$ cat config.mk
export PLATFORM = sky130hd
export DESIGN_NAME = wb_writer
export DESIGN_NICKNAME = d
export VERILOG_FILES = /design/src/rtl/wb_writer_pkg.sv /design/src/rtl/wb_fifo.sv /design/src/rtl/wb_writer.sv
export SDC_FILE = /design/constraint.sdc
export NUM_CORES = 1
export LEC_CHECK = 0
export BUFFER_PORTS_ARGS = -buffer_cell sky130_fd_sc_hd__buf_2
export CAP_MARGIN = 20
export CORE_MARGIN = 2
export CORE_UTILIZATION = 46
export DETAILED_ROUTE_END_ITERATION = 12
export HOLD_SLACK_MARGIN = 0.08
export PLACE_DENSITY = 0.74
export SYNTH_ARGS = -nofsm -noshare
export SYNTH_HDL_FRONTEND = slang
export SYNTH_SLANG_ARGS = --single-unit
$ cat constraint.sdc
create_clock -name clk -period 2.6 [get_ports clk]
set_input_delay 0.39 -clock clk [delete_from_list [all_inputs] [get_ports clk]]
set_output_delay 0.39 -clock clk [all_outputs]
set_load 0.005 [all_outputs]
$ cat src/rtl/wb_writer_pkg.sv
// Shared widths for the writeback stage, plus a small pointer helper.
package wb_writer_pkg;

  localparam int RS_WIDTH       = 5;
  localparam int REG_DATA_WIDTH = 32;
  localparam int WB_FIFO_DEPTH  = 2;

  // Circular-buffer pointer increment, wrapping modulo depth.
  function automatic int wrap_inc(input int p, input int depth);
    return (p >= depth - 1) ? 0 : p + 1;
  endfunction

endpackage

$ cat src/rtl/wb_fifo.sv
// Circular buffer of pending LSU writebacks. Each entry carries a valid bit
// so that a younger ALU write to the same register can kill it in place;
// killed entries still occupy their slot and pop out as empty writes.
module wb_fifo
  import wb_writer_pkg::*;
#(
  parameter int DEPTH  = WB_FIFO_DEPTH,
  parameter int RD_W   = RS_WIDTH,
  parameter int DATA_W = REG_DATA_WIDTH,
  parameter int CW     = $clog2(DEPTH + 1)
) (
  input  logic              clk,
  input  logic              rst,
  input  logic              push,
  input  logic [RD_W-1:0]   push_rd,
  input  logic [DATA_W-1:0] push_data,
  input  logic              pop,
  input  logic              squash,
  input  logic [RD_W-1:0]   squash_rd,
  output logic              head_valid,
  output logic [RD_W-1:0]   head_rd,
  output logic [DATA_W-1:0] head_data,
  output logic [CW-1:0]     count,
  output logic              full,
  output logic              empty
);

  localparam int PW = (DEPTH > 1) ? $clog2(DEPTH) : 1;

  logic [DEPTH-1:0]             vld;
  logic [DEPTH-1:0][RD_W-1:0]   rd_mem;
  logic [DEPTH-1:0][DATA_W-1:0] data_mem;
  logic [PW-1:0]                head, tail;

  assign head_valid = vld[head];
  assign head_rd    = rd_mem[head];
  assign head_data  = data_mem[head];
  assign full       = (count == CW'(DEPTH));
  assign empty      = (count == '0);

  // Pointer/valid/count state. Ordering matters: squash, then pop clear,
  // then push set, so a same-cycle push into a slot is never squashed.
  always_ff @(posedge clk) begin
    if (rst) begin
      vld   <= '0;
      head  <= '0;
      tail  <= '0;
      count <= '0;
    end else begin
      for (int i = 0; i < DEPTH; i++)
        if (squash && vld[i] && rd_mem[i] == squash_rd) vld[i] <= 1'b0;
      if (pop) begin
        vld[head] <= 1'b0;
        head      <= PW'(wrap_inc(int'(head), DEPTH));
      end
      if (push) begin
        vld[tail] <= 1'b1;
        tail      <= PW'(wrap_inc(int'(tail), DEPTH));
      end
      case ({push, pop})
        2'b10:   count <= count + 1'b1;
        2'b01:   count <= count - 1'b1;
        default: count <= count;
      endcase
    end
  end

  // Entry payload; no reset needed since the valid bits gate use.
  always_ff @(posedge clk) begin
    if (push) begin
      rd_mem[tail]   <= push_rd;
      data_mem[tail] <= push_data;
    end
  end

endmodule

$ cat src/rtl/wb_writer.sv
// Writeback stage: merges the ALU result path and buffered LSU results onto
// the single register-file write port, and exposes that port as a bypass.
module wb_writer
  import wb_writer_pkg::*;
#(
  parameter int DATA_WIDTH = REG_DATA_WIDTH,
  parameter int RS_W       = RS_WIDTH,
  parameter int FIFO_DEPTH = WB_FIFO_DEPTH
) (
  input  logic                  clk,
  input  logic                  rst,
  input  logic                  alu_valid,
  input  logic [RS_W-1:0]       alu_rd,
  input  logic [DATA_WIDTH-1:0] alu_data,
  input  logic                  lsu_valid,
  output logic                  lsu_ready,
  input  logic [RS_W-1:0]       lsu_rd,
  input  logic [DATA_WIDTH-1:0] lsu_data,
  output logic                  regwrite,
  output logic [RS_W-1:0]       rd,
  output logic [DATA_WIDTH-1:0] write_data,
  input  logic [RS_W-1:0]       rs1,
  input  logic [RS_W-1:0]       rs2,
  output logic                  fwd1_valid,
  output logic [DATA_WIDTH-1:0] fwd1_data,
  output logic                  fwd2_valid,
  output logic [DATA_WIDTH-1:0] fwd2_data
);

  localparam int CW = $clog2(FIFO_DEPTH + 1);

  logic                  alu_hit, push, pop;
  logic                  head_valid, fifo_full, fifo_empty;
  logic [RS_W-1:0]       head_rd;
  logic [DATA_WIDTH-1:0] head_data;
  logic [CW-1:0]         count, count_next;

  // Writes to x0 are dropped at the door: they never win the port and never
  // squash anything. LSU x0 results are accepted but not queued.
  assign alu_hit = alu_valid && (alu_rd != '0);
  assign push    = lsu_valid && lsu_ready && !fifo_full && (lsu_rd != '0);
  assign pop     = !alu_hit && !fifo_empty;

  wb_fifo #(
    .DEPTH  (FIFO_DEPTH),
    .RD_W   (RS_W),
    .DATA_W (DATA_WIDTH),
    .CW     (CW)
  ) u_fifo (
    .clk        (clk),
    .rst        (rst),
    .push       (push),
    .push_rd    (lsu_rd),
    .push_data  (lsu_data),
    .pop        (pop),
    .squash     (alu_hit),
    .squash_rd  (alu_rd),
    .head_valid (head_valid),
    .head_rd    (head_rd),
    .head_data  (head_data),
    .count      (count),
    .full       (fifo_full),
    .empty      (fifo_empty)
  );

  // Occupancy after this edge, used to register ready.
  always_comb begin
    count_next = count;
    if (push && !pop)      count_next = count + 1'b1;
    else if (!push && pop) count_next = count - 1'b1;
  end

  // Ready is registered so it equals (count < depth) of the registered
  // count; a pop therefore frees space only from the following cycle.
  always_ff @(posedge clk) begin
    if (rst) lsu_ready <= 1'b0;
    else     lsu_ready <= (count_next < CW'(FIFO_DEPTH));
  end

  // Output register: ALU first, then FIFO head; a squashed head pops as a
  // non-write and rd/write_data keep their last values.
  always_ff @(posedge clk) begin
    if (rst) begin
      regwrite   <= 1'b0;
      rd         <= '0;
      write_data <= '0;
    end else if (alu_hit) begin
      regwrite   <= 1'b1;
      rd         <= alu_rd;
      write_data <= alu_data;
    end else if (pop && head_valid) begin
      regwrite   <= 1'b1;
      rd         <= head_rd;
      write_data <= head_data;
    end else begin
      regwrite   <= 1'b0;
    end
  end

  assign fwd1_valid = regwrite && (rd == rs1) && (rs1 != '0);
  assign fwd2_valid = regwrite && (rd == rs2) && (rs2 != '0);
  assign fwd1_data  = write_data;
  assign fwd2_data  = write_data;

endmodule

* Word-level counts from Yosys, hierarchy flattened
Index checks and enable logic that the tools add are counted.
** Cells by class
- $add $sub $neg :: 4
- Magnitude comparators :: 7
- Eq/ne operators :: 7
- Muxes and demuxes :: 34
- Bitwise gates (word level) :: 3
- Reduce and logical (&&, ||, !) cells :: 30
** Operators by type and width (count)
- $mux 32 :: 5
- $bwmux 64 :: 1
- $demux 32 s1 :: 1
- $mux 5 :: 5
- $eq 5x5->1 :: 4
- $reduce_bool 5->1 :: 4
- $logic_and 1x1->1 :: 18
- $mux 1 :: 12
- $bwmux 10 :: 1
- $mux 2 :: 5
- $demux 5 s1 :: 1
- $logic_not 1->1 :: 5
- $eq 2x2->1 const B :: 2
- $ge 1x1->1 const B :: 4
- $lt 1x2->1 const B :: 2
- $pmux 2 s2 :: 1
- $reduce_bool 2->1 :: 2
- $add 1x1->1 const B :: 2
- $add 2x1->2 const B :: 1
- $and 2x2->2 :: 1
- $demux 1 s1 :: 2
- $eq 2x1->1 const B :: 1
- $logic_not 2->1 :: 1
- $lt 2x2->1 const B :: 1
- 3 further kinds :: 3
** Word-level totals
- Register bits :: 119
- Bits of input ports :: 88
- Output and inout bits :: 105
- Word-level logic and storage cells :: 97

* Logic depth before layout (Yosys ltp)
- Depth after elaboration :: 11
- Mapped depth :: 9
- Depth with buffers taken out :: 9

* Cells and area by module
From an unflattened synthesis, not the netlist that was laid out.
** Unflattened totals
- Cell total of the unflattened synthesis :: 428
- Area, all modules :: 5619.1 µm²
** By module, submodules not included
- wb_fifo :: times used 1, cells each 158, area each 3039.2 µm², sequential area each 2342.2 µm²
- wb_writer :: times used 1, cells each 270, area each 2580.0 µm², sequential area each 780.7 µm²

* Worst setup path after synthesis
OpenSTA, ideal clock, no wires.
- Kind :: reg-to-reg
- From :: register u_fifo.count[0]
- To :: register u_fifo.data_mem[0] in the netlist's numbering (enable)
- Library setup time :: 431 ps
- Data arrival time :: 2390 ps
- Required time :: 2169 ps
- Path slack :: -221 ps
- Cell stages (with the launch flop) :: 6
- Path buffers :: 0
- Period minus slack after synthesis :: 2821 ps
- Path through :: dfxtp_1 > inv_1 > ha_1 > inv_1 > o2111ai_2 > nor2_1
** Between the ends
- Word-level cells in the longest chain between the ends :: 4
** Ends and longest elaborated chain
- start, declared :: line wb_fifo.sv:23 : output logic [CW-1:0] count,
- start signal, assigned :: line wb_fifo.sv:61 : 2'b10: count <= count + 1'b1;
- start signal, assigned :: line wb_fifo.sv:62 : 2'b01: count <= count - 1'b1;
- start signal, assigned :: line wb_fifo.sv:63 : default: count <= count;
- $eq 2x2->1 :: line wb_fifo.sv:38 : assign full = (count == CW'(DEPTH));
- $logic_not 1->1 :: line wb_writer.sv:41 : assign push = lsu_valid && lsu_ready && !fifo_full && (lsu_rd != '0);
- $logic_and 1x1->1 (2 in series) :: line wb_writer.sv:41
- end signal, assigned by index :: line wb_fifo.sv:72 : data_mem[tail] <= push_data;
- end, declared :: line wb_fifo.sv:32 : logic [DEPTH-1:0][DATA_W-1:0] data_mem;
Every way passes these cells.
A chain may end at the register's enable or synchronous reset.

* Worst setup path in the final report
- From :: register rd[0]
- To :: output port fwd2_valid
** Between the ends
- Word-level cells in the longest chain between the ends :: 3
** Ends and longest elaborated chain
- start, declared :: line wb_writer.sv:20 : output logic [RS_W-1:0] rd,
- start signal, assigned :: line wb_writer.sv:89 : rd <= alu_rd;
- start signal, assigned :: line wb_writer.sv:93 : rd <= head_rd;
- $eq 5x5->1 :: line wb_writer.sv:101 : assign fwd2_valid = regwrite && (rd == rs2) && (rs2 != '0);
- $logic_and 1x1->1 (2 in series) :: line wb_writer.sv:101
- end, declared :: line wb_writer.sv:26 : output logic fwd2_valid,
Every way passes these cells.

==> results.txt <==
Status = complete, no violations
Placed Instances = 716
Gate Count Post-Synth = 433
Least-Margin Pin Slew = 0.516 ns
Antenna violations before repair = 0
Area contributors post-synth = edfxtp_1, dfxtp_1, buf_4
Buffers on Ports = 192
Final core utilization = 57.9%
Yosys cell types = 34
Effective utilization at floorplan = 47.3%
Crit Path Class = flop to output port
Area leader, netlist = edfxtp_1
Met3 usage = 5.17%
Max-slew headroom = 65.6%
I/O pin count = 193
Period utilisation layout = 75.0%
Via density = 4.96
Sequential-to-total area share from yosys stat = 54.7%
Mapped cell area = 0.00571 mm2
First-pass GRT wire length = 18,000 um
Most common cell after layout, fill and taps aside = buf_2
Inserted Diodes = 0
CP max stage cell = nor4_1
Cell Pwr Density = 838 mW/mm2
Synth warnings = 0
Met1 track demand over resource = 21.6%
RSZ-0062 raised after global routing = no
Crit-path cells = nor4_1 -> nor3_1 -> a21oi_1 -> nor2_1 -> buf_2
Die Area = 0.0133 mm2
Drt pass-1 iters = 4
CP required = 2.21 ns
Reg clk slew, reported paths = 0.05 ns
TritonCTS clock tree = done
Drt total wl = 11,600 um
Yosys top cell area share = 38.9%
Row count = 40
Core area = 0.0121 mm2
Post-CTS Setup Bufs = 0
Min-Delay Path Class = primary input to flop
Final Critical Period = 1.95 ns
Synthesized Nets = 525
Clock Sinks = 119
Max-cap viol count = 0
GR Util met2 = 29.3%
CP Data Arrival Time = 1.56 ns
CTS Hold Bufs = 0
Residual DRC = 0
Final setup vio count = 0
Mean Syn Cell Area = 13.2 um2
Fmax = 513 MHz
Crit. End Element = output port
Yosys reg bits = 119
Max H-tree Level = 4
DP HPWL = 8170 um
DR iter-0 viols = 143
Filler Cells Inserted = 1,009
Finished Layout Cells = 748
Post-synth EDFFs = 74
Final Hold Violating Endpoints = 0
Routed len/inst = 15.5 um
Layout cells sized above 1 = 52.6%
Skew final = 0.0108 ns
Largest net degree at the start of global routing = 38
Post-cts sizing count = 0
Most Crowded Layer GR = met2
Syn-to-layout area delta = 22.4%
Clk buf depth = 2
DIE WIDTH = 115 um
Most frequent cells in the layout = buf_2, edfxtp_1, dfxtp_1
CTS Root Cell = clkbuf_16
# nets final = 659
CP Max Fanout = 5
CP max stage delay = 0.40 ns
FFs w/ async S/R, synth = 0%
Leakage = 2.83 nW
Vias in the first global route = 3,643
Clk_lat worst skew = 0.41 ns
DR vias = 3,713
Worst vdd ir = 0.546 mV
Global Route Usage Sum = 17.7%
Grt total ovfl = 0
GPL Wtd Cong = 0.791
CTS Buf Count = 17
Total negative slack = 0 ns
Primary FF master, synth = edfxtp_1
Crit start category = flop
Die Height = 115 um
Max-slew violations = 0
DRT antenna net count = 0
==> cells by family after synthesis <==
family	Yosys count	share of synthesized area (%)
muxes	75	14.0
xor gates and xnor gates	21	3.22
DFF	119	54.7
AOI/OAI and AO/OA	49	8.97
and+or+nand+nor	70	7.21
adders and majority gates	4	0.877
buffers and inverters	95	11.0
==> area by class of cell <==
class	count	area [um2]	share of cell area, %
flip-flops and latches	119	3120	44.7
multi-input cells	219	1980	28.3
repair buffers	203	1040	14.9
clock buffers	22	474	6.79
well taps	168	210	3.01
clock inverters	10	125	1.79
inverters	7	26.3	0.376
==> stage by stage <==
stage	total power, mW	setup slack (ns)	hold slack [ns]	cell area (um2)
5_1_grt	6.12	0.486	0.151	6980
3_5_place_dp	3.56	0.299	0.512	6380
6_report	5.85	0.651	0.163	6980
3_3_place_gp	3.51	0.387	0.493	6380
4_1_cts	5.92	0.645	0.147	6980
2_1_floorplan	3.25	-0.221	0.464	5710
==> path summary, 6_finish.rpt <==
kind                         endpoint  slack [ns]  depth (start not counted)             from
hold reg to reg       u_fifo.count[0]        0.52                          2  u_fifo.count[0]
setup reg to reg  u_fifo.data_mem[61]        0.66                          6  u_fifo.count[0]
setup / recovery           fwd2_valid        0.65                          5            rd[0]
hold / removal    u_fifo.data_mem[16]        0.16                          1     lsu_data[16]
==> worst max-delay path, delay by kind of cell, from the launching register on <==
| family | cells | cell delay (ns) |
|---|---|---|
| simple gates | 3 | 0.53 |
| flops | 1 | 0.37 |
| compound gates | 1 | 0.13 |
| buf+inv | 1 | 0.12 |
==> state kept, by name, summed over array words and instances (netlist names) <==
| signal | cells |
|---|---|
| u_fifo.data_mem | 64 |
| fwd1_data | 32 |
| u_fifo.rd_mem | 10 |
| rd | 5 |
| u_fifo.count | 2 |
| u_fifo.vld | 2 |
| lsu_ready | 1 |
| regwrite | 1 |
| u_fifo.head | 1 |
| u_fifo.tail | 1 |
==> where the power goes <==
group          internal [mW]  switching (mW)  leakage (nW)
Combinational          0.566           0.574          1.49
Clock                   1.57           0.773         0.295
Sequential              2.24           0.132          1.05
Total                   4.38            1.48          2.83
==> cells in the mapped netlist (5+ instances only) <==
cell / count
edfxtp_1: 74
buf_4: 64
dfxtp_1: 45
mux2i_1: 38
mux2_2: 37
nand2b_1: 35
o22ai_2: 29
xor2_1: 16
clkbuf_1: 13
nor2_1: 11
buf_2: 8
inv_1: 7
nand3b_1: 5
nor3_1: 5
o21ai_0: 5
xnor2_1: 5
==> metal layers <==
layer  share of wire (%)  wire, um  vias up
met2                  50      5830      139
li1                    -         -     1764
met4                 1.5       169        0
met3                 6.1       706       16
met5                   0         0        -
met1                  42      4880     1794
(Power assumes the default switching activity.)
